<file path="config.mk">
export PLATFORM = sky130hd
export DESIGN_NAME = inst_encoding
export DESIGN_NICKNAME = d
export VERILOG_FILES = /design/src/rtl/inst_encoding.sv
export SDC_FILE = /design/constraint.sdc
export NUM_CORES = 1
export LEC_CHECK = 0
export BUFFER_PORTS_ARGS = -buffer_cell sky130_fd_sc_hd__buf_2
export CORE_MARGIN = 8
export CORE_UTILIZATION = 61
export CTS_CLUSTER_DIAMETER = 80
export CTS_CLUSTER_SIZE = 8
export DETAILED_ROUTE_END_ITERATION = 10
export PLACE_DENSITY = 0.93
export SLEW_MARGIN = 20
export SYNTH_ARGS = -nofsm -noshare
export SYNTH_HDL_FRONTEND = slang
export SYNTH_SLANG_ARGS = --single-unit
</file>
<file path="constraint.sdc">
create_clock -name clk -period 5.6 [get_ports clk]
set_input_delay 1.12 -clock clk [delete_from_list [all_inputs] [get_ports clk]]
set_output_delay 1.12 -clock clk [all_outputs]
set_load 0.1 [all_outputs]
</file>
<file path="src/rtl/inst_encoding.sv">
// Instruction encoder and instruction-memory writer: packs field sets into R/I/J words,
// buffers them in a FIFO and streams them to memory. Optional macro: INST_JCHECK_EN.
module inst_encoding #(
  parameter int          FIFO_DEPTH = 4,
  parameter int          ADDR_W     = 8,
  parameter int unsigned BASE_ADDR  = 0
) (
  input  logic              clk,
  input  logic              rst_n,
  input  logic              in_valid,
  output logic              in_ready,
  input  logic [5:0]        opcode,
  input  logic [4:0]        rs,
  input  logic [4:0]        rt,
  input  logic [4:0]        rd,
  input  logic [4:0]        shamt,
  input  logic [5:0]        funct,
  input  logic [15:0]       immediate,
  input  logic [25:0]       address,
  input  logic              flush,
  output logic              wr_en,
  output logic [ADDR_W-1:0] wr_addr,
  output logic [31:0]       wr_data,
  input  logic              wr_ready,
  output logic [ADDR_W:0]   count,
  output logic              err
);

  localparam int PTR_W = (FIFO_DEPTH > 2) ? $clog2(FIFO_DEPTH) : 1;
  localparam logic [PTR_W:0]    DEPTH_C = (PTR_W + 1)'(FIFO_DEPTH);
  localparam logic [ADDR_W:0]   CNT_MAX = '1;
  localparam logic [ADDR_W-1:0] BASE_C  = ADDR_W'(BASE_ADDR);

  function automatic logic is_jtype(input logic [5:0] op);
    return (op == 6'h02) || (op == 6'h07);
  endfunction

  function automatic logic [31:0] encode_word(
    input logic [5:0]  op,
    input logic [4:0]  f_rs,
    input logic [4:0]  f_rt,
    input logic [4:0]  f_rd,
    input logic [4:0]  f_sh,
    input logic [5:0]  f_fn,
    input logic [15:0] f_imm,
    input logic [25:0] f_addr
  );
    logic [31:0] w;
    case (op)
      6'h03:        w = {op, f_rs, f_rt, f_rd, f_sh, f_fn};
      6'h02, 6'h07: w = {op, f_addr};
      default:      w = {op, f_rs, f_rt, f_imm};
    endcase
    return w;
  endfunction

  logic [31:0]       mem_q [FIFO_DEPTH];
  logic [PTR_W-1:0]  wptr_q, wptr_d;
  logic [PTR_W-1:0]  rptr_q, rptr_d;
  logic [PTR_W:0]    occ_q, occ_d;
  logic [ADDR_W-1:0] addr_q, addr_d;
  logic [ADDR_W:0]   cnt_q, cnt_d;
  logic              err_q, err_d;

  logic              full_s, empty_s, accept_s, reject_s, push_s, pop_s;
  logic [31:0]       word_s;

  assign full_s   = (occ_q == DEPTH_C);
  assign empty_s  = (occ_q == '0);
  assign in_ready = ~full_s;
  assign wr_en    = ~empty_s;
  assign wr_data  = empty_s ? 32'h0 : mem_q[rptr_q];
  assign wr_addr  = addr_q;
  assign count    = cnt_q;
  assign err      = err_q;

  // Handshake qualification: flush suppresses both push and pop in its cycle
  always_comb begin
    accept_s = in_valid & ~full_s;
`ifdef INST_JCHECK_EN
    reject_s = accept_s & is_jtype(opcode) & ((address >> ADDR_W) != 26'h0);
`else
    reject_s = 1'b0;
`endif
    push_s = accept_s & ~reject_s & ~flush;
    pop_s  = ~empty_s & wr_ready & ~flush;
    word_s = encode_word(opcode, rs, rt, rd, shamt, funct, immediate, address);
  end

  // Next-state for pointers, occupancy, write address, write count and reject flag
  always_comb begin
    wptr_d = wptr_q;
    rptr_d = rptr_q;
    occ_d  = occ_q;
    addr_d = addr_q;
    cnt_d  = cnt_q;
    err_d  = reject_s & ~flush;
    if (flush) begin
      wptr_d = '0;
      rptr_d = '0;
      occ_d  = '0;
      addr_d = BASE_C;
      cnt_d  = '0;
    end else begin
      if (push_s) begin
        wptr_d = wptr_q + PTR_W'(1);
      end else begin
        wptr_d = wptr_q;
      end
      if (pop_s) begin
        rptr_d = rptr_q + PTR_W'(1);
        addr_d = addr_q + ADDR_W'(1);
        cnt_d  = (cnt_q == CNT_MAX) ? cnt_q : cnt_q + (ADDR_W + 1)'(1);
      end else begin
        rptr_d = rptr_q;
      end
      case ({push_s, pop_s})
        2'b10:   occ_d = occ_q + (PTR_W + 1)'(1);
        2'b01:   occ_d = occ_q - (PTR_W + 1)'(1);
        default: occ_d = occ_q;
      endcase
    end
  end

  // Control state registers
  always_ff @(posedge clk or negedge rst_n) begin
    if (!rst_n) begin
      wptr_q <= '0;
      rptr_q <= '0;
      occ_q  <= '0;
      addr_q <= BASE_C;
      cnt_q  <= '0;
      err_q  <= 1'b0;
    end else begin
      wptr_q <= wptr_d;
      rptr_q <= rptr_d;
      occ_q  <= occ_d;
      addr_q <= addr_d;
      cnt_q  <= cnt_d;
      err_q  <= err_d;
    end
  end

  // FIFO storage; cleared on reset so no stale word is ever observable
  always_ff @(posedge clk or negedge rst_n) begin
    if (!rst_n) begin
      for (int i = 0; i < FIFO_DEPTH; i++) begin
        mem_q[i] <= 32'h0;
      end
    end else if (push_s) begin
      mem_q[wptr_q] <= word_s;
    end
  end

endmodule

</file>
Word level (Yosys, flattened, before mapping)

Index checks and enable logic that the tools add are counted.

Bits in registers: 152
Input bits: 79
Logic and storage cells: 61

Mux-type cells: 19
Equality and inequality tests: 8
$add $sub $neg: 6
$lt $le $gt $ge: 3
Reductions and logical operators: 7
Bitwise operators: 9

Operator list:

| operator                                                 | count |
|---|---|
| bitwise mux 128 bit                                      | 1 |
| 2-to-1 mux 32 bit                                        | 4 |
| binary-select mux 32 bit (select 2 bit)                  | 1 |
| demux 32 bit (select 2 bit)                              | 1 |
| case mux 26 bit (2 select lines)                         | 1 |
| 2-to-1 mux 9 bit                                         | 3 |
| 2-to-1 mux 8 bit                                         | 2 |
| equality test 6 x 2 -> 1 bit, second input constant      | 2 |
| adder 9 x 1 -> 9 bit, second input constant              | 1 |
| equality test 9 bit, second input constant               | 1 |
| adder 8 x 1 -> 8 bit, second input constant              | 1 |
| 2-to-1 mux 2 bit                                         | 4 |
| equality test 6 x 3 -> 1 bit, second input constant      | 1 |
| greater-or-equal comparator 3 bit, second input constant | 2 |
| NOT 2 -> 3 bit                                           | 2 |
| case mux 3 bit (2 select lines)                          | 1 |
| adder 2 x 1 -> 2 bit, second input constant              | 2 |
| AND 1 bit                                                | 4 |
| nonzero test 2 bit                                       | 2 |
| adder 3 x 1 -> 3 bit, second input constant              | 1 |
| equality test 3 bit, second input constant               | 1 |
| logical NOT 3 bit                                        | 1 |
| < comparator 3 x 1 -> 1 bit, second input constant       | 1 |
| 2-to-1 mux 3 bit                                         | 1 |
| other kinds (9)                                          | 11 |

Depth between registers and ports, before layout

Gate-level depths: netlist (run 1).

Depth after elaboration: 7
Gate-level depth with buffers: 9
Depth with buffers taken out: 8

Least setup slack after synthesis (run 1)

Ideal clock, no wire load.

Kind: reg2out
Start point: reg rptr_q[0]
End point: out wr_data[22]
Stages on the path, launching flop included: 5
Path slack: 1.920 ns
Data required time: 4.480 ns
Data arrival time: 2.560 ns
Cell sequence: dfrtp_1 > clkbuf_1 > buf_2 > mux4_2 > nor2b_1

Word-level cells in the longest chain between the ends: 5

Ends and longest elaborated chain:

| element                                               | RTL line | RTL |
|---|---|---|
| start, declared                                       | 59       | `logic [PTR_W-1:0] rptr_q, rptr_d;` |
| start signal, assigned                                | 136      | `rptr_q <= rptr_d;` |
| NOT 2 -> 3 bit (not written as such)                  | 72       | `assign wr_data = empty_s ? 32'h0 : mem_q[rptr_q];` |
| binary-select mux 32 bit (select 2 bit)               | 72       |  |
| 2-to-1 mux 32 bit (not written as such) (2 in series) | 72       |  |
| 2-to-1 mux 32 bit                                     | 72       |  |
| end, declared                                         | 23       | `output logic [31:0] wr_data,` |

Every way passes these cells. The select of a mux whose other input is x is not followed.

Worst setup path after layout (run 1)

Start point: reg rptr_q[0]
End point: out wr_data[14]

The elaborated chain is that of the path after synthesis.

==> results.toml, run 1 <==
[timing]
setup_violations = 0
fmax_mhz = 261
slew_viol_final = 0
rsz0062_at_grt = "no"
hold_slack_ns = 0.495
period_share = 0.683
finClkSkew_ns = 0.0109
tightest_slew_ns = 0.965
finalSetupTns_ns = 0
hold_violations = 0
min_period_ns = 3.82
slew_headroom = 0.355

[cts]
worstSkewPairLatency_ns = 0.42
clock_path_buffers = 2
post_cts_buffers = 0
cts_resized = 0
root_buffer = "clkbuf_16"
cts_tree = "done"
ctsHoldBuffers = 0
cts_htree_levels = 4
path_clk_slew_ns = 0.06
cts_sinks = 152
cts_buffers = 17

[placement]
portBuffers = 129
dp_cells = 849
dpl.hpwl_mm = 12.3
place.gp.congestion = 0.765
placedInstanceArea_sq_um = 8560

[power_and_ir_drop]
power.density_nw_per_um2 = 630
leakage_uw = 0.00424
irDropWorstVdd_mv = 0.349

[global_routing]
antenna_found_initial = 0
overflow = 0
grt_max_degree = 98
grt_pass1_vias = 5827
grt_pass1_wl_mm = 30.0
track_usage = 0.231

[yosys]
ys_types = 46
synth_edf_count = 0
ys_seq_area_frac = 0.480
synthMuxAreaShare = 0.310
syn_area_sq_um = 7920
synth_fp_nets = 674
synth_compound_area_frac = 0.0474
synth_xor_area_frac = 0.0199
synthAdderAreaFrac = 0.0136
synth_top_family_by_area = "multiplexers"
yosysWarnings = 0
ys.flop_type = "dfrtp_1"
synth.area.top_cells = "dfrtp_1 48%, mux2_2 18%, mux4_2 9.1%, nor2b_1 2.6%, mux2i_1 2.1%"
postSynthAreaPerCell_sq_um = 13.5
synthCells = 587
synth.top_cell.area_share = 0.480
async_flop_share = 1.00
yosysTopAreaCell = "dfrtp_1"
synth_seq_cells = 152
yosys.area_share.simple = 0.0937

[floorplan]
io_pins = 131
coreArea_sq_um = 12700
die_h_microns = 130
num_rows = 41
dieArea_sq_um = 16900
floorplan.initialDensity = 0.625
die_x_microns = 130

[layout]
nets = 785
diodes = 0
fillers = 810
stdcell_count = 883
final_cell_area_sq_um = 9210
seq_area_sq_um = 3810
final_common_cell = "dfrtp_1"
multi_input_area_sq_um = 3850
syn2layout_area_growth_pct = 16.4
final_cell_mix = "150 x dfrtp_1, 129 x mux2_2, 128 x buf_2, 35 x nor2_1, 33 x nor2b_1"
drive_above_1_share = 0.487

[critical_path]
path_max_fanout = 19
worst_path_largest_cell_delay_ns = 0.75
cp.arrival_ns = 2.70
worstSetupStartpointType = "register"
crit_type = "register to output port"
cp.required_ns = 4.48
slowest_stage = "dfrtp_2"
worstPathCellList = "buf_4 > mux4_2 > nor2b_1 > buf_2"
end_kind = "output port"

[run]
maxCapViolations = 0

[route]
routed_wl_mm = 18.4
dr.pass1.iters = 4
first_iter_violations = 259
dr_total_vias = 5293
vias_per_cell = 5.99
drc = 0
postRouteAntennaNets = 0
wire_per_inst_microns = 20.9

[hold_path]
hp-class = "register to register"

[status]
outcome = "finished, final reports clean"
[registers in the layout, indices dropped and copies added (netlist names)]
register / count
occ_q: 3
rptr_q: 2
count: 9
wptr_q: 2
wr_addr: 8
mem_q: 128
[Yosys cell counts (2+ instances only)]
| library cell | n |
|---|---|
| dfrtp_1 | 152 |
| mux2_2 | 129 |
| nor2_1 | 35 |
| nor2b_1 | 33 |
| mux4_2 | 32 |
| nand2b_1 | 19 |
| mux2i_1 | 17 |
| o22ai_1 | 15 |
| clkbuf_1 | 14 |
| buf_4 | 13 |
| nand2_1 | 12 |
| buf_2 | 10 |
| mux2_1 | 10 |
| xnor2_1 | 10 |
| a221oi_1 | 9 |
| xor2_1 | 8 |
| a221oi_2 | 7 |
| ha_1 | 7 |
| a21oi_1 | 6 |
| nand3_1 | 5 |
| buf_6 | 4 |
| nand2_2 | 4 |
| nand4_1 | 4 |
| inv_1 | 3 |
| nor3_1 | 3 |
| o21ai_0 | 3 |
| and3_1 | 2 |
| and3b_1 | 2 |
| and4_1 | 2 |
[layer usage]
metal / routed length (microns) / part of all wire / vias up / track usage
li1: - / - / 2372 / -
met4: 290 / 0.016 / 0 / 0.0915
met5: 0 / 0 / - / 0
met3: 1130 / 0.061 / 20 / 0.0534
met2: 9780 / 0.53 / 150 / 0.408
met1: 7250 / 0.39 / 2751 / 0.268
[cell families (layout without fill, tap and decap cells)]
group | after synthesis | after routing
AOI/OAI and AO/OA | 45 | 45
xor gates and xnor gates | 18 | 18
adders and majority gates | 8 | 8
buffers and inverters | 45 | 169
DFF | 152 | 152
muxes | 188 | 188
other | 1 | 1
and+or+nand+nor | 130 | 130
[final timing paths]
kind | slack (ns) | depth (start not counted) | end | startpoint
worst max-delay path | 1.78 | 4 | wr_data[14] | rptr_q[0]
worst min-delay path | 0.50 | 1 | mem_q[58] | mem_q[58]
worst max register to register | 3.04 | 4 | mem_q[80] | occ_q[1]
worst min register to register | 0.50 | 1 | mem_q[58] | mem_q[58]
max in group asynchronous | 3.53 | 2 | mem_q[93] | rst_n
min in group asynchronous | 0.76 | 1 | mem_q[109] | rst_n
[per-stage QoR]
stage                     total power (uW)  utilization  setup WS (ns)
after global placement                4490        0.675           2.11
after detailed placement              4620        0.675           2.00
final                                 5800        0.727           1.78
after global routing                  6050        0.727           1.58
after floorplan                       4080            -           1.92
after CTS                             5840        0.725           1.71
[worst max-delay path: cells and delay by family, from the launching register on]
kind | cells | cell delay (ns)
buffers and inverters | 2 | 0.79
flip-flops | 1 | 0.75
multiplexers | 1 | 0.58
AND/OR/NAND/NOR | 1 | 0.16
[final cells by class]
type,count,share of cell area
Tap cell,172,0.0234
Timing Repair Buffer,134,0.0762
Clock inverter,12,0.0189
Inverter,3,0.00122
Sequential cell,152,0.413
Clock buffer,20,0.0496
Multi-Input combinational cell,390,0.418
[report_power, final]
| group | total, uW | internal [uW] | switching, uW |
|---|---|---|---|
| clock | 1210 | 767 | 439 |
| combinational | 2760 | 898 | 1860 |
| sequential | 1840 | 1540 | 301 |
| total | 5800 | 3210 | 2600 |
Note: power is estimated with default switching activity, not from simulation.
==> run 2, diff against run 1 <==
--- a/config.mk
+++ b/config.mk
@@ -7,11 +7,11 @@
 export LEC_CHECK = 0
 export BUFFER_PORTS_ARGS = -buffer_cell sky130_fd_sc_hd__buf_2
 export CORE_MARGIN = 8
-export CORE_UTILIZATION = 61
+export CORE_UTILIZATION = 51
 export CTS_CLUSTER_DIAMETER = 80
 export CTS_CLUSTER_SIZE = 8
 export DETAILED_ROUTE_END_ITERATION = 10
-export PLACE_DENSITY = 0.93
+export PLACE_DENSITY = 0.84
 export SLEW_MARGIN = 20
 export SYNTH_ARGS = -nofsm -noshare
 export SYNTH_HDL_FRONTEND = slang
==> constraint.sdc (replaced) <==
create_clock -name clk -period 3.4 [get_ports clk]
set_input_delay 0.68 -clock clk [delete_from_list [all_inputs] [get_ports clk]]
set_output_delay 0.68 -clock clk [all_outputs]
set_load 0.1 [all_outputs]
==> results.toml, run 2 (synthesized netlist as in run 1, its figures left out) <==
[status]
outcome = "finished, final reports clean"

[cts]
cts_tree = "done"
cts_resized = 0
worstSkewPairLatency_ns = 0.42
ctsHoldBuffers = 0
cts_sinks = 152
cts_htree_levels = 4
clock_path_buffers = 2
root_buffer = "clkbuf_16"
path_clk_slew_ns = 0.06
cts_buffers = 17
post_cts_buffers = 0

[floorplan]
coreArea_sq_um = 15200
die_h_microns = 141
io_pins = 131
dieArea_sq_um = 19800
die_x_microns = 141
floorplan.initialDensity = 0.521
num_rows = 45

[timing]
slew_headroom = 0.318
setup_violations = 0
hold_violations = 0
finalSetupTns_ns = 0
finClkSkew_ns = 0.00666
min_period_ns = 3.02
tightest_slew_ns = 1.02
fmax_mhz = 332
rsz0062_at_grt = "no"
period_share = 0.887
slew_viol_final = 0

[layout]
diodes = 0
largest_register_ffs = 128
fillers = 1149
final_common_cell = "dfrtp_1"
syn2layout_area_growth_pct = 17.5
regMostFlops = "mem_q"
drive_above_1_share = 0.490
final_cell_mix = "150 x dfrtp_1, 129 x mux2_2, 128 x buf_2, 35 x nor2_1, 33 x nor2b_1"
final_cell_area_sq_um = 9300
nets = 796

[placement]
dpl.hpwl_mm = 12.5
portBuffers = 129
placedInstanceArea_sq_um = 8720
place.gp.congestion = 0.764

[run]
maxCapViolations = 0

[global_routing]
grt_max_degree = 111
met1_usage = 0.228
grt-busiest-layer = "met2"
grt_pass1_wl_mm = 30.6
antenna_found_initial = 0
use_met2 = 0.342
overflow = 0
grtUsageMet3 = 0.0493
track_usage = 0.195
grt_pass1_vias = 5908

[critical_path]
path_max_fanout = 23
slowest_stage = "dfrtp_2"
cp.required_ns = 2.72
worst_path_largest_cell_delay_ns = 0.78
worstPathCellList = "buf_4 > mux4_2 > nor2b_1 > buf_2"
cp.arrival_ns = 2.34
worstSetupStartpointType = "register"
end_kind = "output port"
crit_type = "register to output port"

[route]
dr.pass1.iters = 5
wire_per_inst_microns = 20.1
routed_wl_mm = 18.3
postRouteAntennaNets = 0
drc = 0
dr_total_vias = 5286
vias_per_cell = 5.81
first_iter_violations = 238

[hold_path]
hp-class = "input pin to async pin"

[power_and_ir_drop]
power.density_nw_per_um2 = 1010
leakage_uw = 0.00429
p_total_uw = 9430
irDropWorstVdd_mv = 0.652
-- run 2: changes by cell type in the layout (fill, tap and decap cells not counted) --
cell        delta
clkbuf_1       +3
buf_4          +8
clkinvlp_4     -2
clkinv_2       +1
buf_12         +3
clkbuf_8       +1
clkinv_4       -1
bufinv_16      -2
-- run 2: per-layer routing --
metal  up-vias  wire length, microns
met5         -                     0
met4         0                   240
met3        22                  1120
met2       154                  9750
met1      2698                  7200
li1       2412                     -
-- run 2: final timing paths --
| path | end | startpoint | cells past startpoint | slack (ns) |
|---|---|---|---|---|
| worst max-delay path | wr_data[12] | rptr_q[1] | 4 | 0.38 |
| worst min-delay path | wr_addr[4] | rst_n | 1 | 0.32 |
| worst max register to register | mem_q[101] | occ_q[1] | 5 | 1.09 |
| worst min register to register | mem_q[58] | mem_q[58] | 1 | 0.48 |
| max in group asynchronous | mem_q[13] | rst_n | 2 | 2.06 |
| min in group clk | mem_q[58] | mem_q[58] | 1 | 0.48 |
-- run 2: critical path: cells and delay by family, from the launching register on --
kind | cells | cell delay (ns)
flip-flops | 1 | 0.78
AND/OR/NAND/NOR | 1 | 0.13
multiplexers | 1 | 0.22
buffers and inverters | 2 | 0.77
-- run 2: metrics by stage --
step / setup slack [ns] / utilization / hold slack (ns) / std cells
global placement: 0.840 / 0.574 / 0.464 / 878
detailed placement: 0.804 / 0.574 / 0.473 / 878
floorplan: 0.160 / - / 0.384 / 587
global route: 0.278 / 0.612 / 0.466 / 910
CTS: 0.359 / 0.612 / 0.431 / 910
finish: 0.385 / 0.612 / 0.323 / 910
-- run 2: layout make-up --
type	instances	area, sq um	area share
Clock buffer	24	482	0.0518
Clock inverter	8	95.1	0.0102
Inverter	3	11.3	0.00121
Multi-Input combinational cell	390	3850	0.414
Sequential cell	152	3810	0.409
Tap cell	188	235	0.0253
Timing Repair Buffer	145	822	0.0884
-- run 2: power breakdown --
part           internal [uW]  leakage, uW  total (uW)  switching [uW]
combinational           1530      0.00207        4620            3080
sequential              2540      0.00194        2990             454
clock                   1130     0.000280        1820             685
total                   5210      0.00429        9430            4220
